==> config.mk <==
export PLATFORM = sky130hd
export DESIGN_NAME = riscv_memory_stage
export DESIGN_NICKNAME = d
export VERILOG_FILES = /design/src/rtl/riscv_memory_stage_pkg.sv /design/src/rtl/riscv_lsu_align.sv /design/src/rtl/riscv_memory_stage.sv
export SDC_FILE = /design/constraint.sdc
export NUM_CORES = 1
export LEC_CHECK = 0
export BUFFER_PORTS_ARGS = -buffer_cell sky130_fd_sc_hd__buf_2
export CAP_MARGIN = 25
export CORE_AREA = 2 2 122 124
export CTS_CLUSTER_DIAMETER = 30
export DETAILED_ROUTE_END_ITERATION = 10
export DIE_AREA = 0 0 124 126
export GPL_TIMING_DRIVEN = 1
export SLEW_MARGIN = 0
export SYNTH_ARGS = -nofsm -noshare
export SYNTH_HDL_FRONTEND = slang
export SYNTH_SLANG_ARGS = --single-unit
==> constraint.sdc <==
create_clock -name i_clk -period 2.7 [get_ports i_clk]
set_input_delay 0 -clock i_clk [delete_from_list [all_inputs] [get_ports i_clk]]
set_output_delay 0 -clock i_clk [all_outputs]
set_load 0.01 [all_outputs]
==> src/rtl/riscv_memory_stage_pkg.sv <==
// Shared encodings for the memory stage: result-source select, load/store
// size codes and the data-memory FSM states.
package riscv_memory_stage_pkg;

    // Result source select carried down to writeback
    localparam logic [1:0] ResultSrcAlu = 2'b00;
    localparam logic [1:0] ResultSrcMem = 2'b01;
    localparam logic [1:0] ResultSrcPc4 = 2'b10;

    // funct3 load/store codes
    localparam logic [2:0] F3Byte  = 3'b000;
    localparam logic [2:0] F3Half  = 3'b001;
    localparam logic [2:0] F3Word  = 3'b010;
    localparam logic [2:0] F3ByteU = 3'b100;
    localparam logic [2:0] F3HalfU = 3'b101;

    // Access size lives in funct3[1:0]; funct3[2] selects zero-extension
    localparam logic [1:0] SizeByte = 2'b00;
    localparam logic [1:0] SizeHalf = 2'b01;
    localparam logic [1:0] SizeWord = 2'b10;

    typedef enum logic {
        StIdle = 1'b0,
        StWait = 1'b1
    } dmem_state_e;

endpackage

==> src/rtl/riscv_lsu_align.sv <==
// Combinational load/store alignment: store byte-lane steering and replication,
// load byte/half extraction with sign or zero extension.
module riscv_lsu_align
    import riscv_memory_stage_pkg::*;
(
    input  logic [2:0]  funct3_i,
    input  logic [1:0]  addr_lo_i,
    input  logic [31:0] store_data_i,
    input  logic [31:0] load_word_i,
    output logic [3:0]  byte_en_o,
    output logic [31:0] store_wdata_o,
    output logic [31:0] load_data_o
);

    logic [7:0]  byte_sel;
    logic [15:0] half_sel;
    logic        sign_ext;

    assign sign_ext = ~funct3_i[2];

    // Store steering: replicate data across lanes, enable only the addressed ones
    always_comb begin
        byte_en_o     = 4'b1111;
        store_wdata_o = store_data_i;
        case (funct3_i[1:0])
            SizeByte: begin
                byte_en_o     = 4'b0001 << addr_lo_i;
                store_wdata_o = {4{store_data_i[7:0]}};
            end
            SizeHalf: begin
                byte_en_o     = addr_lo_i[1] ? 4'b1100 : 4'b0011;
                store_wdata_o = {2{store_data_i[15:0]}};
            end
            default: ;
        endcase
    end

    // Load extract: pick the addressed byte/half, then extend to 32 bits
    always_comb begin
        case (addr_lo_i)
            2'd0:    byte_sel = load_word_i[7:0];
            2'd1:    byte_sel = load_word_i[15:8];
            2'd2:    byte_sel = load_word_i[23:16];
            default: byte_sel = load_word_i[31:24];
        endcase
        half_sel    = addr_lo_i[1] ? load_word_i[31:16] : load_word_i[15:0];
        load_data_o = load_word_i;
        case (funct3_i[1:0])
            SizeByte: load_data_o = {{24{sign_ext & byte_sel[7]}}, byte_sel};
            SizeHalf: load_data_o = {{16{sign_ext & half_sel[15]}}, half_sel};
            default:  ;
        endcase
    end

endmodule

==> src/rtl/riscv_memory_stage.sv <==
// Memory stage: drives the data-memory req/ack bus, stalls the pipeline while an
// access is outstanding, and holds the MEM/WB pipeline register.
// Optional feature macro: RISCV_DMEM_TIMEOUT_EN adds a WAIT-cycle timeout and o_bus_err.
module riscv_memory_stage
    import riscv_memory_stage_pkg::*;
#(
    parameter int unsigned XLEN           = 32,
    parameter int unsigned TIMEOUT_CYCLES = 255
) (
    input  logic            i_clk,
    input  logic            i_rst,
    input  logic            i_reg_write_m,
    input  logic [1:0]      i_result_src_m,
    input  logic            i_mem_write_m,
    input  logic [2:0]      i_funct3_m,
    input  logic [XLEN-1:0] i_alu_result_m,
    input  logic [XLEN-1:0] i_write_data_m,
    input  logic [4:0]      i_rd_m,
    input  logic [XLEN-1:0] i_pc_plus_4m,
    output logic            o_dmem_req,
    output logic            o_dmem_we,
    output logic [XLEN-1:0] o_dmem_addr,
    output logic [3:0]      o_dmem_be,
    output logic [XLEN-1:0] o_dmem_wdata,
    input  logic            i_dmem_ack,
    input  logic [XLEN-1:0] i_dmem_rdata,
    output logic            o_stall_m,
    output logic            o_misalign,
`ifdef RISCV_DMEM_TIMEOUT_EN
    output logic            o_bus_err,
`endif
    output logic            o_reg_write_w,
    output logic [1:0]      o_result_src_w,
    output logic [XLEN-1:0] o_alu_result_w,
    output logic [XLEN-1:0] o_read_data_w,
    output logic [4:0]      o_rd_w,
    output logic [XLEN-1:0] o_pc_plus_4w
);

    dmem_state_e     state_q;
    logic            mem_op;
    logic            misaligned;
    logic            access_ok;
    logic            timeout;
    logic            done;
    logic            bubble;
    logic [XLEN-1:0] load_data;

    assign mem_op = i_mem_write_m | (i_result_src_m == ResultSrcMem);

    // Half needs addr[0]=0, word needs addr[1:0]=0
    always_comb begin
        misaligned = 1'b0;
        case (i_funct3_m[1:0])
            SizeHalf: misaligned = i_alu_result_m[0];
            SizeWord: misaligned = |i_alu_result_m[1:0];
            default:  misaligned = 1'b0;
        endcase
    end

    assign access_ok = mem_op & ~misaligned;

`ifdef RISCV_DMEM_TIMEOUT_EN
    logic [7:0] wait_cnt_q;

    assign timeout   = (state_q == StWait) && !i_dmem_ack
                       && (wait_cnt_q == 8'(TIMEOUT_CYCLES - 1));
    assign o_bus_err = ~i_rst & timeout;

    // WAIT-cycle counter, restarted on every WAIT entry
    always_ff @(posedge i_clk or posedge i_rst) begin
        if (i_rst) begin
            wait_cnt_q <= '0;
        end else if (state_q == StIdle) begin
            wait_cnt_q <= '0;
        end else if (!i_dmem_ack && !timeout) begin
            wait_cnt_q <= wait_cnt_q + 8'd1;
        end
    end
`else
    logic unused_timeout_cycles;

    assign timeout               = 1'b0;
    assign unused_timeout_cycles = ^TIMEOUT_CYCLES;
`endif

    // Reset gates the request off immediately, even mid-access
    always_comb begin
        o_dmem_req = 1'b0;
        if (!i_rst) begin
            o_dmem_req = (state_q == StIdle) ? access_ok : ~timeout;
        end
    end

    assign o_dmem_we   = i_mem_write_m;
    assign o_dmem_addr = {i_alu_result_m[XLEN-1:2], 2'b00};
    assign done        = o_dmem_req & i_dmem_ack;
    assign o_stall_m   = o_dmem_req & ~i_dmem_ack;
    assign o_misalign  = ~i_rst & (state_q == StIdle) & mem_op & misaligned;
    assign bubble      = o_stall_m | (mem_op & ~done);

    riscv_lsu_align u_lsu_align (
        .funct3_i      (i_funct3_m),
        .addr_lo_i     (i_alu_result_m[1:0]),
        .store_data_i  (i_write_data_m),
        .load_word_i   (i_dmem_rdata),
        .byte_en_o     (o_dmem_be),
        .store_wdata_o (o_dmem_wdata),
        .load_data_o   (load_data)
    );

    // Access FSM: leave IDLE only when a request goes unacknowledged
    always_ff @(posedge i_clk or posedge i_rst) begin
        if (i_rst) begin
            state_q <= StIdle;
        end else begin
            case (state_q)
                StIdle:  if (access_ok && !i_dmem_ack) state_q <= StWait;
                StWait:  if (i_dmem_ack || timeout) state_q <= StIdle;
                default: state_q <= StIdle;
            endcase
        end
    end

    // MEM/WB register: loads every cycle, bubble suppresses the register write
    always_ff @(posedge i_clk or posedge i_rst) begin
        if (i_rst) begin
            o_reg_write_w  <= 1'b0;
            o_result_src_w <= '0;
            o_alu_result_w <= '0;
            o_read_data_w  <= '0;
            o_rd_w         <= '0;
            o_pc_plus_4w   <= '0;
        end else begin
            o_reg_write_w  <= i_reg_write_m & ~bubble;
            o_result_src_w <= i_result_src_m;
            o_alu_result_w <= i_alu_result_m;
            o_read_data_w  <= load_data;
            o_rd_w         <= i_rd_m;
            o_pc_plus_4w   <= i_pc_plus_4m;
        end
    end

endmodule
==> metrics.txt <==
drt pass-1 iters 4; worst path arrival time 2650 ps; Total GRT Usage ~20%; antenna violations before repair 1; effective utilization at floorplan between 20 and 30%; vias in the first global route approximately 4.3k; row cnt 44; drt first-iter violations between 150 and 200; pin count of the biggest net entering global routing between 60 and 70; Logic pwr share approximately a fifth; first-pass GRT wire length roughly 23000 µm; worst clock skew around 0.076 ps; reg-to-reg setup timing slack 1110 ps; TritonCTS clock tree done; WP data required 2930 ps; Flop pwr share around 45%; Sum Neg Setup Slack 0 ps; core area approximately 0.014 mm²; status complete, no violations; GP Congestion ~0.8; die area ~0.016 mm²; Hold Slack between 15 and 20 ps; Num CTS Buffers 9; MaxCap Viol Count 0; final wirelength about 16000 µm; Die Wd between 100 and 150 µm; layout cells sized above 1 50.6%; area leader, netlist dfrtp_1; grt total ovfl 0; startpoint types primary input; Peak Freq 413 MHz; Synth cell types 39; FFs w/ async S/R, synth between 90% and 100%; Post-synth EDFFs 0; synthesized area per cell 12.7 µm²; Reg clk slew, reported paths about 80 ps; Via-to-Cell Ratio approximately 4.6; CTS max path bufs 2; power per cell area 543 mW/mm²; top-area cell type share of the netlist area roughly three fifths; Slew HR about 45%; cell with the most instances after synthesis dfrtp_1; I/O pins between 300 and 400; final hold vios 0; DRC violations left 0; H-tree levels 3; Ys Warns 0; Min-Delay Path Class primary input to register; Final setup viols 0; Max FO, Critical Path 17; Skew-Pair Late Insertion Delay ~350 ps; fin crit share 89.7%; IR drop worst, VDD between 0.3 and 0.4 mV; Seq/Total Area, Yosys between 60% and 70%; clock sink total approximately 110; post-layout min period around 2400 ps; Clk pwr share 33.9%; fin. max-slew vios 0; synth top area cells dfrtp_1, buf_4, mux2i_1, a21oi_1, mux2_2; Worst Max-Slew Pin Slew approximately 820 ps; Psw 1100 µW; Pleak 0.00361 µW; ys flop type dfrtp_1; cell count after synthesis 336; crit end category register; final net count about 860; count of input and output buffers around 320; CP Class primary input to register; register bit total from synthesis between 100 and 150; internal power 2720 µW; vias post-DR 4145; layout overhead on the synthesized area 65.3%; Detail Route Antenna Nets 0; die height roughly 130 µm; dpl hpwl between 10000 and 15000 µm; Routed WL per cell ~18 µm; RSZ-0062 raised after global routing no; sw frac 28.8%; synthesized area about 0.0043 mm²; Post-synth top cells dfrtp_1, buf_4, nand2_1; CTS root buf clkbuf_16
==> final timing paths <==
check / endpoint / depth (start not counted) / from
setup / recovery: o_read_data_w[7]$_DFF_PP0_ / 6 / i_alu_result_m[0]
hold / removal: state_q$_DFF_PP0_ / 3 / i_mem_write_m
setup reg to reg: o_reg_write_w$_DFF_PP0_ / 4 / state_q$_DFF_PP0_
hold reg to reg: state_q$_DFF_PP0_ / 2 / state_q$_DFF_PP0_
max in group asynchronous: o_alu_result_w[3]$_DFF_PP0_ / 4 / i_rst
min in group asynchronous: o_alu_result_w[1]$_DFF_PP0_ / 4 / i_rst
==> critical path, stage by stage <==
cell and delay [ps]:
dlygate4sd3_1 510, buf_2 350, mux2i_1 300, o22a_1 730
o211ai_1 160, dlygate4sd3_1 600
==> cell families (layout without fill, tap and decap cells) <==
family          Yosys count  count (layout)  share of synthesized area, %
simple gates             48              48                          5.32
buf+inv                  67             447                          10.5
compound gates           86              86                          15.1
flops                   105             105                          61.8
mux                      26              26                          6.38
fa+ha+maj                 3               3                         0.882
other cells               1               3                        0.0882
==> repair_timing <==
action | CTS | global route
buffers inserted | 0 | 0
hold buffers | 104 | 0
hold endpoints to repair | 166 | 0
resized for setup | 0 | 0
==> through the flow <==
step | area (µm²) | instances | total power [µW] | setup WS, ps | utilization, %
after floorplan | 4260 | 337 | 2100 | 406 | -
after global placement | 5690 | 781 | 2430 | 917 | 39.8
after detailed placement | 5690 | 781 | 2440 | 785 | 39.8
after CTS | 7030 | 901 | 3870 | 293 | 49.1
after global routing | 7030 | 902 | 4020 | 186 | 49.1
final | 7030 | 902 | 3820 | 279 | 49.1
==> registers in the layout, indices dropped and copies added, names as in the netlist <==
register and flops:
o_pc_plus_4w 32, o_reg_write_w 1, o_rd_w 5, o_alu_result_w 32, o_read_data_w 32, o_result_src_w 2
state_q 1
==> cells in the final DEF (no fill, tap or decap), types with 2 or more instances in the layout <==
cell	n
mux2i_1	17
a21oi_1	21
inv_6	4
nor3_1	2
a221o_1	7
clkinv_8	2
o211ai_1	8
nand2b_1	3
conb_1	2
buf_4	5
dfrtp_1	105
ha_1	3
o21ai_0	8
mux2_2	9
a22o_1	8
nor2b_1	2
inv_1	3
nand2_1	26
clkbuf_16	9
clkinv_1	2
nor2_1	2
and3_1	7
o2bb2ai_1	8
buf_2	316
a21oi_2	11
a22oi_1	8
dlygate4sd3_1	104
==> routing by layer <==
metal	track usage (%)	share of wire, %
met1	20.8	35
met2	39.2	55
met3	3.76	7.3
met4	6.87	2.4
met5	0	0
==> final cells by class <==
type	count	area, µm²
antenna	1	2.50
fill	1294	7280
sequential	105	2630
tap	184	230
clock inverter	7	72.6
clock buffer	9	225
multi-input combinational	165	1190
inverter	6	26.3
timing repair buffer	425	2660
==> power groups by stage <==
stage / clock [µW] / combinational (µW) / sequential, µW
after detailed placement: 0 / 698 / 1740
after global routing: 1410 / 884 / 1720
after CTS: 1330 / 824 / 1710
after global placement: 0 / 686 / 1740
final: 1290 / 816 / 1710
after floorplan: 0 / 305 / 1800
No activity file was read; power rests on OpenSTA's default activity.
